`config.mk`:
```
export PLATFORM = sky130hd
export DESIGN_NAME = noc_local_ingress_port_flat
export DESIGN_NICKNAME = d
export VERILOG_FILES = /design/src/rtl/noc_local_ingress_port_if.sv /design/src/rtl/noc_local_ingress_port.sv /design/src/flat_wrapper.sv
export SDC_FILE = /design/constraint.sdc
export NUM_CORES = 1
export LEC_CHECK = 0
export CORE_MARGIN = 8
export CORE_UTILIZATION = 58
export CTS_BUF_LIST = sky130_fd_sc_hd__clkbuf_16
export DETAILED_ROUTE_END_ITERATION = 10
export PLACE_DENSITY_LB_ADDON = 0.15
export SLEW_MARGIN = 20
export SYNTH_ARGS = -nofsm -noshare
export SYNTH_HDL_FRONTEND = slang
export SYNTH_SLANG_ARGS = --single-unit
```
`constraint.sdc`:
```
create_clock -name clk -period 3.05 [get_ports clk]
set_input_delay 0.61 -clock clk [delete_from_list [all_inputs] [get_ports clk]]
set_output_delay 0.61 -clock clk [all_outputs]
set_load 0.01 [all_outputs]
```
`src/rtl/noc_local_ingress_port_if.sv`:
```
`default_nettype none
// ============================================================================
// Module   : noc_local_ingress_port_if
// Brief    : PE-to-router local ingress bundle: flit injection, credit return,
//            and crossbar-side valid/ready plus status.
// Revision : 1.0
// ============================================================================
interface noc_local_ingress_port_if #(
    parameter int DATA_W = 20,
    parameter int DEPTH  = 8,
    parameter int DEST_W = 4
);
    logic [DATA_W-1:0]          datain;
    logic                       in_valid;
    logic                       ci;
    logic [DATA_W-1:0]          flit_out;
    logic                       flit_valid;
    logic                       flit_ready;
    logic [DEST_W-1:0]          dest;
    logic [$clog2(DEPTH):0]     count;
    logic                       overflow;

    // Driver side: PE injection and crossbar acceptance.
    modport master (
        output datain, in_valid, flit_ready,
        input  ci, flit_out, flit_valid, dest, count, overflow
    );

    // Ingress port side.
    modport slave (
        input  datain, in_valid, flit_ready,
        output ci, flit_out, flit_valid, dest, count, overflow
    );
endinterface
`default_nettype wire

```
`src/rtl/noc_local_ingress_port.sv`:
```
`default_nettype none
// ============================================================================
// Module   : noc_local_ingress_port
// Brief    : Router-side FWFT flit FIFO for a PE injection link, with
//            registered one-pulse-per-drained-flit credit return.
// Revision : 1.0
// ============================================================================
module noc_local_ingress_port #(
    parameter int DATA_W   = 20,
    parameter int DEPTH    = 8,
    parameter int DEST_MSB = 19,
    parameter int DEST_LSB = 16
) (
    input  wire logic                  clk,
    input  wire logic                  rst,
    noc_local_ingress_port_if.slave    bus
);
    localparam int PTR_W = $clog2(DEPTH);
    localparam int CNT_W = PTR_W + 1;

    localparam logic [CNT_W-1:0] c_full    = CNT_W'(DEPTH);
    localparam logic [CNT_W-1:0] c_cnt_one = CNT_W'(1);
    localparam logic [PTR_W-1:0] c_ptr_one = PTR_W'(1);

    logic [DATA_W-1:0] r_mem [DEPTH];
    logic [PTR_W-1:0]  r_wr_ptr;
    logic [PTR_W-1:0]  r_rd_ptr;
    logic [CNT_W-1:0]  r_count;
    logic              r_ci;
    logic              r_overflow;

    logic w_full;
    logic w_empty;
    logic w_push;
    logic w_pop;
    logic w_drop;

    assign w_full  = (r_count == c_full);
    assign w_empty = (r_count == '0);
    // Fullness is judged on the pre-edge count: a same-cycle pop does not
    // make room for an arriving flit.
    assign w_push  = bus.in_valid && !w_full;
    assign w_drop  = bus.in_valid &&  w_full;
    assign w_pop   = !w_empty && bus.flit_ready;

    always_ff @(posedge clk) begin
        if (w_push) begin
            r_mem[r_wr_ptr] <= bus.datain;
        end
    end

    always_ff @(posedge clk or posedge rst) begin
        if (rst) begin
            r_wr_ptr   <= '0;
            r_rd_ptr   <= '0;
            r_count    <= '0;
            r_ci       <= 1'b0;
            r_overflow <= 1'b0;
        end else begin
            if (w_push) begin
                r_wr_ptr <= r_wr_ptr + c_ptr_one;
            end
            if (w_pop) begin
                r_rd_ptr <= r_rd_ptr + c_ptr_one;
            end
            case ({w_push, w_pop})
                2'b10:   r_count <= r_count + c_cnt_one;
                2'b01:   r_count <= r_count - c_cnt_one;
                default: r_count <= r_count;
            endcase
            r_ci       <= w_pop;
            r_overflow <= r_overflow | w_drop;
        end
    end

    assign bus.flit_out   = r_mem[r_rd_ptr];
    assign bus.flit_valid = !w_empty;
    assign bus.dest       = bus.flit_out[DEST_MSB:DEST_LSB];
    assign bus.count      = r_count;
    assign bus.ci         = r_ci;
    assign bus.overflow   = r_overflow;
endmodule
`default_nettype wire

```
`src/flat_wrapper.sv`:
```
// flat-port wrapper written by rule: the top's interface ports become plain ports
module noc_local_ingress_port_flat 
#(
    parameter int DATA_W   = 20,
    parameter int DEPTH    = 8,
    parameter int DEST_MSB = 19,
    parameter int DEST_LSB = 16
)
  (clk, rst, bus_datain, bus_in_valid, bus_flit_ready, bus_ci, bus_flit_out, bus_flit_valid, bus_dest, bus_count, bus_overflow);
  noc_local_ingress_port_if #(.DATA_W(DATA_W), .DEPTH(DEPTH), .DEST_W((DEST_MSB - DEST_LSB + 1))) bus_i ();
  input  wire logic clk;
  input  wire logic rst;
  input wire logic [$bits(bus_i.datain)-1:0] bus_datain;
  input wire logic [$bits(bus_i.in_valid)-1:0] bus_in_valid;
  input wire logic [$bits(bus_i.flit_ready)-1:0] bus_flit_ready;
  output wire logic [$bits(bus_i.ci)-1:0] bus_ci;
  output wire logic [$bits(bus_i.flit_out)-1:0] bus_flit_out;
  output wire logic [$bits(bus_i.flit_valid)-1:0] bus_flit_valid;
  output wire logic [$bits(bus_i.dest)-1:0] bus_dest;
  output wire logic [$bits(bus_i.count)-1:0] bus_count;
  output wire logic [$bits(bus_i.overflow)-1:0] bus_overflow;
  assign bus_i.datain = bus_datain;
  assign bus_i.in_valid = bus_in_valid;
  assign bus_i.flit_ready = bus_flit_ready;
  assign bus_ci = bus_i.ci;
  assign bus_flit_out = bus_i.flit_out;
  assign bus_flit_valid = bus_i.flit_valid;
  assign bus_dest = bus_i.dest;
  assign bus_count = bus_i.count;
  assign bus_overflow = bus_i.overflow;
  noc_local_ingress_port #(.DATA_W(DATA_W), .DEPTH(DEPTH), .DEST_MSB(DEST_MSB), .DEST_LSB(DEST_LSB)) u_core (.clk(clk), .rst(rst), .bus(bus_i));
endmodule
```
==> flow_summary_export.csv, run 1 <==
group,metric,value,unit
yosys,synth-xor-area-share,0.8877,%
yosys,synth_seq_area_share,73.91,%
detailed_routing,drc_errors,0,
finish,number_of_nets_in_the_layout,409,
yosys,syn-mean-instance-area,22.79,um2
place,detailed_place_hpwl,7191,um
yosys,main_combinational_cell_family_by_area_after_synthesis,"multiplexers",
detailed_routing,drtPass1Iterations,4,
detailed_routing,wire_per_inst,24.25,um
timing,timing.final.setup_violations,0,
setup_path,crit_path_end_kind,"output port",
setup_path,critical_setup_path_kind,"reg -> out",
cts,cts_tree,"built",
cts,clock_latency,0.42,ns
timing,fin_worst_skew,0.005688,ns
timing,final-hold-violation-count,0,
job,cap_viol_max_count,0,
setup_path,cp_max_fo,11,
timing,final.setup.tns,0,ns
pwr,irDropWorstVdd,0.5667,mV
cts,postCtsHoldBufs,0,
detailed_routing,drtIter0Drc,252,
timing,fin_crit_sh,97.13,%
setup_path,timing.critical_path.required,2.44,ns
floorplan,placementRows,40,
timing,tightestPinTransition,0.4760,ns
pwr,report.power.total,7.906,mW
floorplan,fp.dieArea,15660,um2
cts,cts.htree.levels,4,
finish,syn_to_final_growth,21.07,%
detailed_routing,num_vias,3218,
floorplan,die_x,125.1,um
min_path,worstHoldPathType,"reg -> reg",
yosys,synth_enable_flop_cells,160,
setup_path,timing.critical_path.arrival,2.35,ns
floorplan,start_util,58.47,%
setup_path,timing.critical_path.from_type,"flip-flop",
cts,clk_path_buf_depth,2,
yosys,postSynth.topFlopCell,"sky130_fd_sc_hd__edfxtp_1",
setup_path,reg2regPathDepth,7,
global_routing,antenna_found_initial,0,
finish,insertedDiodeCount,0,
finish,final_cell_mix,"sky130_fd_sc_hd__edfxtp_1 (160), sky130_fd_sc_hd__mux4_1 (38), sky130_fd_sc_hd__clkdlybuf4s50_1 (31)",
global_routing,grt_first_pass_wirelength,19980,um
pwr,power_frac_seq,40.1,%
pwr,internal_power,5.669,mW
cts,clock-root-buffer,"sky130_fd_sc_hd__clkbuf_16",
finish,layout_commonest_cell,"sky130_fd_sc_hd__edfxtp_1",
yosys,post_synth_fa_ha_maj_area_fraction,0.9058,%
global_routing,grt_overflow,0,
pwr,share_comb_of_total_power,34.9,%
pwr,pwr-share-clk,25.0,%
place,number_of_port_buffers,54,
timing,slew-limit-headroom,68.23,%
outcome,run_status,"finished, final reports clean",
yosys,synth_cells,303,
yosys,synthArstFlopShare,6.977,%
yosys,postSynthNetCount,332,
floorplan,core_area,11810,um2
detailed_routing,detail-route-antenna-nets,0,
detailed_routing,routed_via_density,5.970,
pwr,p_per_area,945.5,nW/um2
cts,cts_made_buffers,17,
timing,final_slew_viol_count,0,
place,gp_routability_congestion,0.7248,
yosys,yosysWarnings,0,
finish,drive_gt1_share,21.68,%
global_routing,grt_max_degree,41,
yosys,synth.lib_cells_used.distinct,35,
min_path,min_delay_path_depth,1,
floorplan,ios,55,
pwr,power.switching,2.237,mW
timing,unrepaired_setup_endpoints_after_global_routing,"false",
yosys,synthSimpleGateAreaFrac,2.174,%
floorplan,die_height,125.1,um
yosys,post_synth_mux_area_share,19.06,%
timing,fmax,337.6,MHz
global_routing,first_global_vias,3425,
pwr,static-leakage-power,2.959,nW
cts,cts_num_sinks,172,
yosys,synth-seq-cells,172,
cts,clk_pin_slew,0.06,ns
pwr,switching_share,28.29,%
global_routing,groute.usage.overall,17.59,%
yosys,synth_compound_area_share,0.8696,%
timing,final.min_clock_period,2.963,ns
detailed_routing,finalWirelength,13070,um
yosys,synth.cell_area,6907,um2
==> metrics by stage <==
step / setup slack (ns) / instance area, um2 / hold WS (ns) / util [%] / std cells
after global placement: 0.3714 / 7720 / 0.4630 / 65.36 / 502
after floorplan: 0.3673 / 6907 / 0.4747 / - / 303
after global routing: 0.006445 / 8362 / 0.4916 / 70.79 / 539
after detailed placement: 0.2989 / 7720 / 0.4687 / 65.36 / 502
after CTS: 0.02903 / 8338 / 0.4843 / 70.59 / 538
final: 0.08748 / 8362 / 0.4826 / 70.79 / 539
==> critical path: stages, from the launching register on <==
cell and delay, ns:
sky130_fd_sc_hd__dfrtp_2 0.43, sky130_fd_sc_hd__buf_12 0.18, sky130_fd_sc_hd__mux4_1 0.56, sky130_fd_sc_hd__mux2_2 0.29
sky130_fd_sc_hd__clkdlybuf4s50_1 0.48
==> cells in the mapped netlist, types with 2 or more instances <==
| library cell | n | area (um2) |
|---|---|---|
| sky130_fd_sc_hd__buf_1 | 2 | 7.510 |
| sky130_fd_sc_hd__buf_2 | 4 | 20.02 |
| sky130_fd_sc_hd__buf_4 | 4 | 30.03 |
| sky130_fd_sc_hd__buf_6 | 6 | 67.56 |
| sky130_fd_sc_hd__clkbuf_1 | 2 | 7.510 |
| sky130_fd_sc_hd__dfrtp_1 | 12 | 300.3 |
| sky130_fd_sc_hd__edfxtp_1 | 160 | 4805 |
| sky130_fd_sc_hd__ha_1 | 5 | 62.56 |
| sky130_fd_sc_hd__inv_1 | 5 | 18.77 |
| sky130_fd_sc_hd__mux2_2 | 23 | 259.0 |
| sky130_fd_sc_hd__mux4_1 | 39 | 1025 |
| sky130_fd_sc_hd__nand2_1 | 2 | 7.510 |
| sky130_fd_sc_hd__nand2b_1 | 2 | 12.51 |
| sky130_fd_sc_hd__nand3_1 | 3 | 15.01 |
| sky130_fd_sc_hd__nand3b_1 | 2 | 15.01 |
| sky130_fd_sc_hd__nor2_1 | 7 | 26.28 |
| sky130_fd_sc_hd__nor3_1 | 2 | 10.01 |
| sky130_fd_sc_hd__xnor2_1 | 6 | 52.55 |
==> power by group through the flow <==
| stage | combinational [mW] | sequential (mW) | clock (mW) |
|---|---|---|---|
| 2_1_floorplan | 1.68 | 3.17 | 0 |
| 3_3_place_gp | 2.73 | 3.18 | 0 |
| 3_5_place_dp | 2.76 | 3.21 | 0 |
| 4_1_cts | 2.80 | 3.17 | 2.01 |
| 5_1_grt | 2.96 | 3.21 | 2.10 |
| 6_report | 2.76 | 3.17 | 1.97 |
==> area by class of cell <==
cell class | instances | area, um2
sequential | 172 | 5106
fill | 709 | 3450
multi-input combinational | 108 | 1672
timing repair buffer | 76 | 840.8
clock buffer | 17 | 425.4
tap | 147 | 183.9
clock inverter | 14 | 115.1
inverter | 5 | 18.77
==> kinds of logic after synthesis <==
logic type,after synthesis
compound gates,7
simple gates,25
fa+ha+maj,5
buf+inv,23
xor+xnor,7
mux,64
flops,172
==> registers in the layout (all words and copies together), names as in the netlist <==
signal,count
u_core.r_mem,160
u_core.bus.count,4
u_core.r_rd_ptr,3
u_core.r_wr_ptr,3
u_core.bus.ci,1
u_core.bus.overflow,1
==> metal layers <==
layer	part of all wire (%)	global-route usage (%)	routed length, um	vias up
met5	0	0	0	-
met4	1.1	5.587	148	0
met3	6.3	5.567	825	13
met2	50	28.76	6532	99
met1	43	22.03	5563	1664
li1	-	-	-	1442
==> worst paths after layout <==
check                               startpoint                  end  slack, ns
max                         u_core.r_rd_ptr[0]      bus_flit_out[8]       0.09
min                        u_core.bus.overflow  u_core.bus.overflow       0.48
max reg2reg                u_core.bus.count[0]  u_core.bus.count[3]       0.31
min reg2reg                u_core.bus.overflow  u_core.bus.overflow       0.48
max in group asynchronous                  rst   u_core.r_rd_ptr[0]       2.20
min in group asynchronous                  rst  u_core.bus.overflow       0.50
==> timing repair <==
item	4_1_cts	5_1_grt
buffers inserted	2	1
endpoints found under the setup margin	24	4
gates cloned	3	0
resized for setup	22	4
(Power assumes the default switching activity.)
==> run 2: changes to the inputs <==
HOLD_SLACK_MARGIN = 0.02   (was not set)
==> results of run 2 <==
Same layout as run 1: the final DEF is identical, and so are final timing and power.
==> run 3: changes to the inputs <==
MAX_ROUTING_LAYER = met4   (was not set)
SLEW_MARGIN = 5   (was 20)
==> run 3 against run 2 <==
  * First-iteration DRC count is 2.4% lower
  * Sequential power about the same
  * Via count is 1.1% higher
  * Register-to-register slack about the same
  * Critical path type unchanged
  * Highest routed layer unchanged
  * Design area stayed put
  * Final cell count stayed put
  * Hold slack about the same
  * Largest power group unchanged
  * Clock power hardly changed
  * Global-route usage up 0.53 points
  * Total power rose by 0.12%
  * Fmax shrank 0.20%
==> flow_summary_export.csv, run 3 (synthesized netlist as in run 1, its figures left out) <==
group,metric,value,unit
outcome,run_status,"finished, final reports clean",
setup_path,crit_path_end_kind,"output port",
min_path,worstHoldPathType,"reg -> reg",
setup_path,timing.reg2reg.setup_slack,0.31,ns
cts,clock_latency,0.42,ns
detailed_routing,drc_errors,0,
cts,cts_made_buffers,17,
timing,fmax,336.9,MHz
detailed_routing,drtIter0Drc,246,
finish,largest_register_ffs,160,
detailed_routing,detail-route-antenna-nets,0,
floorplan,placementRows,40,
timing,final-hold-violation-count,0,
timing,final_slew_viol_count,0,
global_routing,grt_max_degree,41,
global_routing,antenna_found_initial,0,
global_routing,grt_overflow,0,
global_routing,first_global_vias,3432,
floorplan,ios,55,
pwr,p_per_area,946.6,nW/um2
timing,final.setup.tns,0,ns
place,placedCellCount,502,
floorplan,die_height,125.1,um
setup_path,timing.critical_path.from_type,"flip-flop",
job,cap_viol_max_count,0,
setup_path,timing.critical_path.arrival,2.36,ns
setup_path,timing.critical_path.required,2.44,ns
finish,layout_commonest_cell,"sky130_fd_sc_hd__edfxtp_1",
finish,num-fill-cells,709,
finish,final_cell_count_without_fillers,539,
finish,number_of_nets_in_the_layout,409,
timing,slew-limit-headroom,67.99,%
pwr,static-leakage-power,2.959,nW
setup_path,cp_max_fo,11,
timing,timing.final.setup_violations,0,
setup_path,critical_setup_path_kind,"reg -> out",
cts,clk_pin_slew,0.06,ns
cts,clock-root-buffer,"sky130_fd_sc_hd__clkbuf_16",
global_routing,grt_first_pass_wirelength,19960,um
place,number_of_port_buffers,54,
detailed_routing,wire_per_inst,24.40,um
cts,clk_path_buf_depth,2,
timing,fin_crit_sh,97.33,%
finish,final_cell_mix,"sky130_fd_sc_hd__edfxtp_1 (160), sky130_fd_sc_hd__mux4_1 (38), sky130_fd_sc_hd__clkdlybuf4s50_1 (31)",
timing,tightestPinTransition,0.4796,ns
detailed_routing,drtPass1Iterations,4,
finish,most_flops_register,"u_core.r_mem",
timing,final.min_clock_period,2.969,ns
detailed_routing,routed_via_density,6.037,
timing,fin_worst_skew,0.004305,ns
cts,cts_tree,"built",
detailed_routing,finalWirelength,13150,um
global_routing,groute.usage.overall,18.12,%
floorplan,fp.dieArea,15660,um2
cts,cts.htree.levels,4,
finish,drive_gt1_share,21.68,%
floorplan,core_area,11810,um2
cts,cts_num_sinks,172,
timing,unrepaired_setup_endpoints_after_global_routing,"false",
detailed_routing,num_vias,3254,
floorplan,die_x,125.1,um
floorplan,start_util,58.47,%
finish,syn_to_final_growth,21.07,%
finish,insertedDiodeCount,0,
pwr,irDropWorstVdd,0.5663,mV
place,gp_routability_congestion,0.7334,
place,detailed_place_hpwl,7191,um
==> run 3: final timing paths <==
| check | to | cells after the start | start |
|---|---|---|---|
| max | bus_flit_out[8] | 4 | u_core.r_rd_ptr[0] |
| min | u_core.bus.overflow | 1 | u_core.bus.overflow |
| max reg2reg | u_core.bus.count[3] | 7 | u_core.bus.count[0] |
| min reg2reg | u_core.bus.overflow | 1 | u_core.bus.overflow |
| max in group asynchronous | u_core.r_rd_ptr[0] | 2 | rst |
| min in group asynchronous | u_core.bus.overflow | 2 | rst |
==> run 3: final cells by class <==
type / count / area, um2 / share of cell area (%)
Tap cell: 147 / 183.9 / 2.200
Timing Repair Buffer: 76 / 840.8 / 10.06
Inverter: 5 / 18.77 / 0.2245
Clock inverter: 14 / 115.1 / 1.377
Multi-Input combinational cell: 108 / 1672 / 19.99
Sequential cell: 172 / 5106 / 61.07
Clock buffer: 17 / 425.4 / 5.088
==> run 3: per-stage QoR <==
stage	power [mW]	hold WS [ns]	worst slack (ns)	cell area [um2]	utilization, %
2_1_floorplan	4.847	0.4747	0.3673	6907	-
3_3_place_gp	5.906	0.4630	0.3714	7720	65.36
3_5_place_dp	5.968	0.4687	0.2989	7720	65.36
4_1_cts	7.976	0.4843	0.02903	8338	70.59
5_1_grt	8.263	0.4916	0.006705	8362	70.79
6_report	7.916	0.4824	0.08144	8362	70.79
==> run 3: repair_timing <==
item                       in CTS  in global routing
resized for setup              22                  4
setup endpoints to repair      24                  4
setup buffers                   2                  1
hold endpoints to repair        0                  0
cloned                          3                  0
hold buffers                    0                  0
==> run 3: layer usage <==
metal  wire [um]  vias to the layer above  GRT usage [%]  part of all wire [%]
li1            -                     1445              -                     -
met1        5472                     1675          22.11                    42
met2        6673                      122          28.83                    51
met3         851                       12          4.887                   6.5
met4         156                        0          6.447                   1.2
met5           0                        -              -                     0
==> run 3: critical path: stages, from the launching register on <==
cell                              delay, ns
sky130_fd_sc_hd__dfrtp_2               0.43
sky130_fd_sc_hd__buf_12                0.18
sky130_fd_sc_hd__mux4_1                0.56
sky130_fd_sc_hd__mux2_2                0.29
sky130_fd_sc_hd__clkdlybuf4s50_1       0.48
==> run 3: power breakdown <==
group / total [mW] / internal [mW] / switching, mW
Sequential: 3.17 / 2.99 / 0.180
Combinational: 2.77 / 1.50 / 1.26
Clock: 1.98 / 1.17 / 0.803
Total: 7.92 / 5.67 / 2.25
